File: src/rtl/alu_serial_ctrl.sv
// alu_serial_ctrl: bit-serial ALU sequencer that drives one external 1-bit
// ALU slice LSB-first and assembles the full-width result and flags.
// Set-on-compare runs the subtraction chain, derives the compare flag, then
// issues one extra compare cycle on bit 0.
module alu_serial_ctrl #(
  parameter int WIDTH = 32
) (
  input  logic             clk,
  input  logic             rst_n,
  input  logic             start,
  input  logic [WIDTH-1:0] src1,
  input  logic [WIDTH-1:0] src2,
  input  logic [3:0]       alu_ctrl,
  input  logic [2:0]       bonus,
  output logic             busy,
  output logic             done,
  output logic [WIDTH-1:0] result,
  output logic             cout,
  output logic             zero,
  output logic             overflow,
  output logic             slice_a,
  output logic             slice_b,
  output logic             slice_cin,
  output logic             slice_less,
  output logic [3:0]       slice_control,
  output logic [2:0]       slice_bonus,
  input  logic             slice_result,
  input  logic             slice_cout
);
  localparam int IW = (WIDTH > 2) ? $clog2(WIDTH) : 1;
  localparam logic [IW-1:0] LAST = IW'(WIDTH - 1);

  typedef enum logic [1:0] {IDLE, RUN, SET, DONE} state_t;

  state_t           state_q, state_d;
  logic [IW-1:0]    idx_q, idx_d;
  logic [WIDTH-1:0] a_q, a_d, b_q, b_d, res_q, res_d;
  logic [3:0]       ctrl_q, ctrl_d;
  logic [2:0]       bonus_q, bonus_d;
  logic             c_q, c_d;          // running carry between bit cycles
  logic             cmsb_q, cmsb_d;    // carry into the MSB (for compare V)
  logic             n_q, n_d;          // MSB difference bit (compare N)
  logic             z_q, z_d;          // all difference bits zero (compare Z)
  logic             cout_q, cout_d, zero_q, zero_d, ovf_q, ovf_d;

  logic is_cmp, is_arith, d_bit, lt, flag, supported;

  // Registered state; everything clears on reset so no done escapes.
  always_ff @(posedge clk or negedge rst_n) begin
    if (!rst_n) begin
      state_q <= IDLE;
      idx_q   <= '0;
      a_q     <= '0;
      b_q     <= '0;
      res_q   <= '0;
      ctrl_q  <= '0;
      bonus_q <= '0;
      c_q     <= 1'b0;
      cmsb_q  <= 1'b0;
      n_q     <= 1'b0;
      z_q     <= 1'b0;
      cout_q  <= 1'b0;
      zero_q  <= 1'b0;
      ovf_q   <= 1'b0;
    end else begin
      state_q <= state_d;
      idx_q   <= idx_d;
      a_q     <= a_d;
      b_q     <= b_d;
      res_q   <= res_d;
      ctrl_q  <= ctrl_d;
      bonus_q <= bonus_d;
      c_q     <= c_d;
      cmsb_q  <= cmsb_d;
      n_q     <= n_d;
      z_q     <= z_d;
      cout_q  <= cout_d;
      zero_q  <= zero_d;
      ovf_q   <= ovf_d;
    end
  end

  // Next-state, slice drive and result/flag assembly.
  always_comb begin
    state_d = state_q;
    idx_d   = idx_q;
    a_d     = a_q;
    b_d     = b_q;
    res_d   = res_q;
    ctrl_d  = ctrl_q;
    bonus_d = bonus_q;
    c_d     = c_q;
    cmsb_d  = cmsb_q;
    n_d     = n_q;
    z_d     = z_q;
    cout_d  = cout_q;
    zero_d  = zero_q;
    ovf_d   = ovf_q;

    slice_a       = 1'b0;
    slice_b       = 1'b0;
    slice_cin     = 1'b0;
    slice_less    = 1'b0;
    slice_control = 4'b0000;
    slice_bonus   = 3'b000;

    is_cmp   = (ctrl_q == 4'b0111);
    is_arith = (ctrl_q == 4'b0010) || (ctrl_q == 4'b0110);
    d_bit    = a_q[idx_q] ^ ~b_q[idx_q] ^ c_q;

    // Signed less-than from the subtraction: N xor V.
    lt = n_q ^ (cmsb_q ^ c_q);
    case (bonus_q)
      3'b000:  flag = lt;
      3'b001:  flag = ~lt & ~z_q;
      3'b010:  flag = lt | z_q;
      3'b011:  flag = ~lt;
      3'b110:  flag = z_q;
      3'b100:  flag = ~z_q;
      default: flag = 1'b0;
    endcase

    case (alu_ctrl)
      4'b0000, 4'b0001, 4'b0010, 4'b0110, 4'b1100, 4'b1101: supported = 1'b1;
      4'b0111: supported = (bonus != 3'b101) && (bonus != 3'b111);
      default: supported = 1'b0;
    endcase

    case (state_q)
      IDLE: begin
        if (start) begin
          a_d     = src1;
          b_d     = src2;
          ctrl_d  = alu_ctrl;
          bonus_d = bonus;
          idx_d   = '0;
          res_d   = '0;
          c_d     = (alu_ctrl == 4'b0110) || (alu_ctrl == 4'b0111);
          cmsb_d  = 1'b0;
          n_d     = 1'b0;
          z_d     = 1'b1;
          cout_d  = 1'b0;
          zero_d  = 1'b0;
          ovf_d   = 1'b0;
          state_d = supported ? RUN : DONE;
        end
      end
      RUN: begin
        slice_a       = a_q[idx_q];
        slice_b       = b_q[idx_q];
        slice_cin     = c_q;
        slice_control = is_cmp ? 4'b0110 : ctrl_q;
        slice_bonus   = bonus_q;
        res_d[idx_q]  = slice_result;
        c_d           = slice_cout;
        z_d           = z_q & ~d_bit;
        if (idx_q == LAST) begin
          cmsb_d = c_q;
          n_d    = d_bit;
          if (is_arith || is_cmp) cout_d = slice_cout;
          if (is_arith)           ovf_d  = c_q ^ slice_cout;
          zero_d  = (res_d == '0);
          state_d = is_cmp ? SET : DONE;
        end else begin
          idx_d = idx_q + 1'b1;
        end
      end
      SET: begin
        slice_a       = a_q[0];
        slice_b       = b_q[0];
        slice_cin     = 1'b1;
        slice_less    = flag;
        slice_control = 4'b0111;
        slice_bonus   = bonus_q;
        res_d         = {{(WIDTH-1){1'b0}}, slice_result};
        ovf_d         = 1'b0;
        zero_d        = ~slice_result;
        state_d       = DONE;
      end
      default: state_d = IDLE;
    endcase
  end

  assign busy     = (state_q == RUN) || (state_q == SET);
  assign done     = (state_q == DONE);
  assign result   = res_q;
  assign cout     = cout_q;
  assign zero     = zero_q;
  assign overflow = ovf_q;
endmodule
File: config.mk
export PLATFORM = sky130hd
export DESIGN_NAME = alu_serial_ctrl
export DESIGN_NICKNAME = d
export VERILOG_FILES = /design/src/rtl/alu_serial_ctrl.sv
export SDC_FILE = /design/constraint.sdc
export NUM_CORES = 1
export LEC_CHECK = 0
export CORE_UTILIZATION = 38
export DETAILED_ROUTE_END_ITERATION = 10
export GPL_TIMING_DRIVEN = 0
export SLEW_MARGIN = 40
export SYNTH_ARGS = -nofsm -noshare
export SYNTH_HDL_FRONTEND = slang
export SYNTH_SLANG_ARGS = --single-unit
File: constraint.sdc
create_clock -name clk -period 3.65 [get_ports clk]
set_input_delay 0.9125 -clock clk [delete_from_list [all_inputs] [get_ports clk]]
set_output_delay 0.9125 -clock clk [all_outputs]
set_load 0.05 [all_outputs]
# --- Word-level counts from Yosys, hierarchy flattened ---
# Cells that the tools add are included.
op_classes:
  addsub: 1
  order_cmp: 2
  n_eq_ne: 25
  n_mux: 43
  bitwise: 13
  reduce_logical: 23
op_table:
  columns: ["op", "count"]
  rows:
  - ["one-hot mux 32 bit (3 select lines)", 1]
  - ["bitwise mux 32 bit", 1]
  - ["logical NOT 32 bit", 1]
  - ["two-way mux 32 bit", 1]
  - ["one-hot mux 1 bit (2 select lines)", 9]
  - ["equality test 4 x 3 -> 1 bit, second input constant", 4]
  - ["two-way mux 1 bit", 15]
  - ["binary-select mux 1 bit (select 5 bit)", 2]
  - ["two-way mux 5 bit", 2]
  - ["inequality test 2 bit, second input constant", 5]
  - ["one-hot mux 5 bit (2 select lines)", 1]
  - ["AND reduction 3 bit", 3]
  - ["equality test 4 x 2 -> 1 bit, second input constant", 2]
  - ["equality test 4 bit, second input constant", 2]
  - ["one-hot mux 4 bit (2 select lines)", 1]
  - ["AND reduction 2 bit", 4]
  - ["AND reduction 4 bit", 2]
  - ["equality test 3 x 2 -> 1 bit, second input constant", 2]
  - ["equality test 3 bit, second input constant", 2]
  - ["< comparator 5 x 6 -> 1 bit, second input constant", 1]
  - ["two-way mux 2 bit", 3]
  - ["inequality test 3 bit, second input constant", 2]
  - ["one-hot mux 1 bit (3 select lines)", 2]
  - ["one-hot mux 1 bit (6 select lines)", 1]
  - ["other kinds (24)", 38]
totals:
  register_bits: 117
  input_bits: 76
  out_inout_bits: 48
  wordCells: 121

# --- Depth between registers and ports, before layout ---
# Gate-level depths: netlist of run 1.
logic_depth:
  ltp_word: 8
  mapped_depth: 12
  ltp_nobuf: 9

# --- Worst setup path before layout of run 1 ---
# Ideal clock, no wire load.
synth_timing:
  path_kind: "register -> output"
  start: "register state_q[0]"
  end: "output port slice_a"
  arrival_ps: 2788
  path_slack_ps: -51
  stages_incl_launch_ff: 7
  cell_sequence: "dfrtp_1 -> inv_1 -> ha_1 -> clkbuf_1 -> nand2_1 -> clkbuf_1 -> o21ai_0"
synth_between:
  elab_chain_cells: 2
  word_cells_on_any_way: 3
  classes_between: "2 x eq/ne; 1 x mux"
synth_rtl:
  columns: ["element", "line_no", "text"]
  rows:
  - ["start, declared", "35", "state_t state_q, state_d;"]
  - ["start signal, assigned", "66", "state_q <= state_d;"]
  - ["equality test 2 bit / equality test 2 x 1 -> 1 bit (equally long branches)", "129", "case (state_q)"]
  - ["one-hot mux 1 bit (2 select lines) (*)", "129", null]
  - ["end, declared", "21", "output logic slice_a,"]
# Mark *: on every way between the ends. The rest lies on a longest branch, timed or not.

# --- Worst setup path after layout of run 1 ---
layout_timing:
  start: "register idx_q[1]"
  end: "output port slice_a"
layout_between:
  elab_chain_cells: 3
layout_rtl:
  columns: ["element", "line_no", "text"]
  rows:
  - ["start, declared", "36", "logic [IW-1:0] idx_q, idx_d;"]
  - ["start signal, assigned", "67", "idx_q <= idx_d;"]
  - ["binary-select mux 1 bit (select 5 bit)", "149", "slice_a = a_q[idx_q];"]
  - ["two-way mux 1 bit (not written as such)", "149", null]
  - ["one-hot mux 1 bit (2 select lines)", "129", null]
# Every way passes these cells. The select of a mux whose other input is x is not followed.

==> impl_metrics.tcl, run 1 <==
set metrics [dict create \
    num-nets-final 833 \
    first_pass_iters 5 \
    cts.path.max_buffers 2 \
    timing.critical_path.to_type "primary output" \
    routed_wirelength_mm 19.0 \
    floorplan.initialDensity_pct 39.2 \
    clkSinkCount 117 \
    clock_power_share_pct 22.9 \
    grt_util_met2_pct 38.1 \
    crit_path_max_fanout 10 \
    core_area_um2 16000 \
    timing.fmax_mhz 282 \
    dieWidth_um 131 \
    insertedDiodeCount 0 \
    netlist-cell-type-count 46 \
    grt_start_max_net_pins 61 \
    synthesis.yosys.warnings 0 \
    maxCapViolCount 0 \
    worst-endpoint-arrival_ns 2.64 \
    gr-usage-met1_pct 29.6 \
    place_congestion 0.919 \
    hold_viol_final 0 \
    num_rows 46 \
    route.detailed.wl_per_inst_um 19.5 \
    startpoint_type "flip-flop" \
    setup_viol 0 \
    synth_fp_nets 693 \
    finalMaxSlewViolations 0 \
    dp_hpwl_mm 13.9 \
    grt-busiest-layer "met2" \
    clock-skew-final_ns 0.00678 \
    synthCells 608 \
    switch_share_pct 40.8 \
    power_density_nw_per_um2 849 \
    globalRoute.totalOverflow 0 \
    io_pins 124 \
    worst_slack_ns 0.0994 \
    grt_pass1_wl_mm 29.6 \
    synth_enable_flop_cells 0 \
    drcViolationCount 0 \
    dp_slack_ns -0.277 \
    unrepaired_setup_endpoints_after_global_routing "false" \
    synthToLayoutAreaGrowth_pct 33.8 \
    postSynthRegisterBits 117 \
    timing.max_slew.rel_slack_pct 51.0 \
    vdd.ir_drop.worst_mv 0.449 \
    power.combinational.fraction_pct 48.1 \
    n_fill_cell 1496 \
    fraction_of_final_layout_cells_sized_beyond_drive_strength_1_pct 17.4 \
    final_worst_path_period_need_ns 3.55 \
    power.share.sequential_pct 29.0 \
    seq_area_um2 2930 \
    synth_area_per_cell_um2 10.3 \
    cts_inserted_buffers 17 \
    initialDrtViolationCount 335 \
    postSynth.topFlopCell "sky130_fd_sc_hd__dfrtp_1" \
    cp_data_required_time_ns 2.74 \
    fp.dieH_um 131 \
    cellLeakagePower_uw 0.00355 \
    seq_area_frac_synth_pct 46.6 \
    status "completed" \
    ctsHtreeMaxLevel 4 \
    drtAntennaViolNets 0 \
    grt_antenna_before_repair 0 \
    min-delay-path-class "in -> async" \
    total_power_uw 7130 \
    tritoncts "yes" \
    buffer_ports.inserted 123 \
    vias_per_cell 5.57 \
    grt_util_met3_pct 6.47 \
    multi_input_area_um2 3140 \
    worst_setup_path_category "reg -> out" \
    internal_power_of_the_cells_uw 4220 \
    clk-insertion-delay-late_ns 0.42 \
    cts.clk_slew.worst_paths_ns 0.06 \
    route.vias.total 5440 \
    async_flop_share_pct 100 \
    netlist_area_um2 6280 \
    gr-usage-all-layers_pct 23.5 \
    clockRootBuffer "sky130_fd_sc_hd__clkbuf_16" \
    tightest_pin_transition_ns 0.733 \
    post-route-period-util_pct 97.3 \
    die_ar_um2 17000 \
    netSwitchingPower_uw 2910 \
    vias_in_the_first_global_route 5323 \
]
[path summary, 6_finish.rpt]
check,startpoint,endpoint,slack (ns),cells past startpoint
setup / recovery,idx_q[1],slice_a,0.1,7
min in group clk,overflow,overflow,0.49,2
setup reg to reg,idx_q[0],zero,0.51,11
hold / removal,rst_n,result[13],0.43,1
hold reg to reg,overflow,overflow,0.49,2
max in group asynchronous,rst_n,b_q[6],2.54,2
[layout make-up]
class	count	share of cell area [%]
plain buffers	41	2.23
clock buffers	20	5.31
clock inverters	11	1.55
inverters	11	0.491
multi-input cells	436	37.3
flip-flops and latches	117	34.8
well taps	216	3.22
repair buffers	124	15.0
[sequential cells by signal, summed over array words and instances (netlist names), 2 cells and up]
signal / count
idx_q: 5
ctrl_q: 4
a_q: 32
b_q: 32
bonus_q: 3
result: 32
state_q: 2
[metal layers]
| metal | vias to the layer above | wire length (um) | part of all wire (%) |
|---|---|---|---|
| li1 | 2510 | - | - |
| met1 | 2669 | 8240 | 43 |
| met2 | 225 | 8980 | 47 |
| met3 | 36 | 1340 | 7.1 |
| met4 | 0 | 448 | 2.4 |
| met5 | - | 0 | 0 |
[power groups by stage]
| stage | clock, uW | sequential (uW) | combinational, uW |
|---|---|---|---|
| 6_report | 1630 | 2070 | 3430 |
| 5_1_grt | 1720 | 2130 | 3690 |
| 4_1_cts | 1660 | 2060 | 3450 |
| 2_1_floorplan | 0 | 2050 | 2390 |
| 3_5_place_dp | 0 | 2080 | 3430 |
| 3_3_place_gp | 0 | 2040 | 3380 |
[cells in the mapped netlist, types with 2 or more instances]
library cell                count  area share [%]
sky130_fd_sc_hd__dfrtp_1      117              47
sky130_fd_sc_hd__mux2_2        71              13
sky130_fd_sc_hd__o21ai_0       68             5.4
sky130_fd_sc_hd__nand2_1       64             3.8
sky130_fd_sc_hd__a21oi_1       35             2.8
sky130_fd_sc_hd__clkbuf_1      30             1.8
sky130_fd_sc_hd__mux2i_1       28             4.5
sky130_fd_sc_hd__nor2_1        20             1.2
sky130_fd_sc_hd__nand3_1       15             1.2
sky130_fd_sc_hd__nand2b_1      14             1.4
sky130_fd_sc_hd__a31oi_1       11             1.1
sky130_fd_sc_hd__inv_1         11            0.66
sky130_fd_sc_hd__nor2b_1       11             1.1
sky130_fd_sc_hd__mux4_2        10             3.6
sky130_fd_sc_hd__ha_1           9             1.8
sky130_fd_sc_hd__buf_1          7            0.42
sky130_fd_sc_hd__o221ai_1       7            0.98
sky130_fd_sc_hd__o22ai_1        7            0.70
sky130_fd_sc_hd__o31ai_1        7            0.84
sky130_fd_sc_hd__and2_1         6            0.60
sky130_fd_sc_hd__buf_2          6            0.48
sky130_fd_sc_hd__nor3_1         6            0.48
sky130_fd_sc_hd__a22oi_1        5            0.60
sky130_fd_sc_hd__nand4_1        5            0.50
sky130_fd_sc_hd__a2111oi_0      3            0.42
sky130_fd_sc_hd__a211oi_1       3            0.36
sky130_fd_sc_hd__and3_1         3            0.30
sky130_fd_sc_hd__or2_2          3            0.30
sky130_fd_sc_hd__xnor2_1        3            0.42
sky130_fd_sc_hd__a21o_1         2            0.24
sky130_fd_sc_hd__a32o_1         2            0.32
sky130_fd_sc_hd__nor4_1         2            0.20
sky130_fd_sc_hd__o211ai_1       2            0.24
sky130_fd_sc_hd__or3_1          2            0.20
sky130_fd_sc_hd__xor2_1         2            0.28
[cells by family after synthesis]
kind of cell / after synthesis / synth area share, %
XOR/XNOR: 5 / 0.697
flip-flops: 117 / 46.6
multiplexers: 109 / 20.8
AND/OR/NAND/NOR: 153 / 11.6
adder cells (fa/ha/maj): 9 / 1.79
buffers and inverters: 55 / 3.47
AO/OA/AOI/OAI: 160 / 15.1
[stage by stage]
stage / area (um2) / utilization, % / hold WS [ns] / TNS (ns) / instances
after floorplan: 6280 / - / 0.466 / 0 / 608
after global placement: 7780 / 48.6 / 0.463 / -348.50 / 947
after detailed placement: 7810 / 48.8 / 0.474 / -0.338 / 948
after CTS: 8400 / 52.5 / 0.442 / 0 / 978
after global routing: 8400 / 52.5 / 0.461 / 0 / 976
final: 8400 / 52.5 / 0.429 / 0 / 976
[layout by cell type, fill, tap and decap left out, drive strengths merged, types with 15 or more instances in the layout]
| master | Yosys | routed |
|---|---|---|
| clkdlybuf4s50 | 0 | 115 |
| clkbuf | 30 | 47 |
| a21oi | 35 | 35 |
| mux2 | 71 | 71 |
| dfrtp | 117 | 117 |
| o21ai | 69 | 69 |
| nand2 | 64 | 64 |
| nor2 | 20 | 20 |
| buf | 14 | 18 |
| nand3 | 15 | 15 |
| mux2i | 28 | 28 |
[worst max-delay path: stages, from the launching register on]
cell and delay (ns):
sky130_fd_sc_hd__dfrtp_1 0.38, sky130_fd_sc_hd__buf_4 0.23, sky130_fd_sc_hd__buf_2 0.26, sky130_fd_sc_hd__mux4_2 0.32
sky130_fd_sc_hd__mux4_2 0.49, sky130_fd_sc_hd__mux2i_2 0.22, sky130_fd_sc_hd__o21ai_1 0.08, sky130_fd_sc_hd__buf_2 0.25
[repair_timing]
action,in CTS,in global routing
resized for setup,17,12
buffers inserted,0,0
hold buffers,0,0
endpoints found under the setup margin,7,6
Power figures use the tool's default switching activity.
==> inputs of run 2 (changes only) <==
--- a/config.mk
+++ b/config.mk
@@ -6,6 +6,7 @@
 export NUM_CORES = 1
 export LEC_CHECK = 0
 export CORE_UTILIZATION = 38
+export CTS_CLUSTER_DIAMETER = 120
 export DETAILED_ROUTE_END_ITERATION = 10
 export GPL_TIMING_DRIVEN = 0
 export SLEW_MARGIN = 40
==> results of run 2 <==
No change in the layout: final DEF, timing and power equal those of run 1.
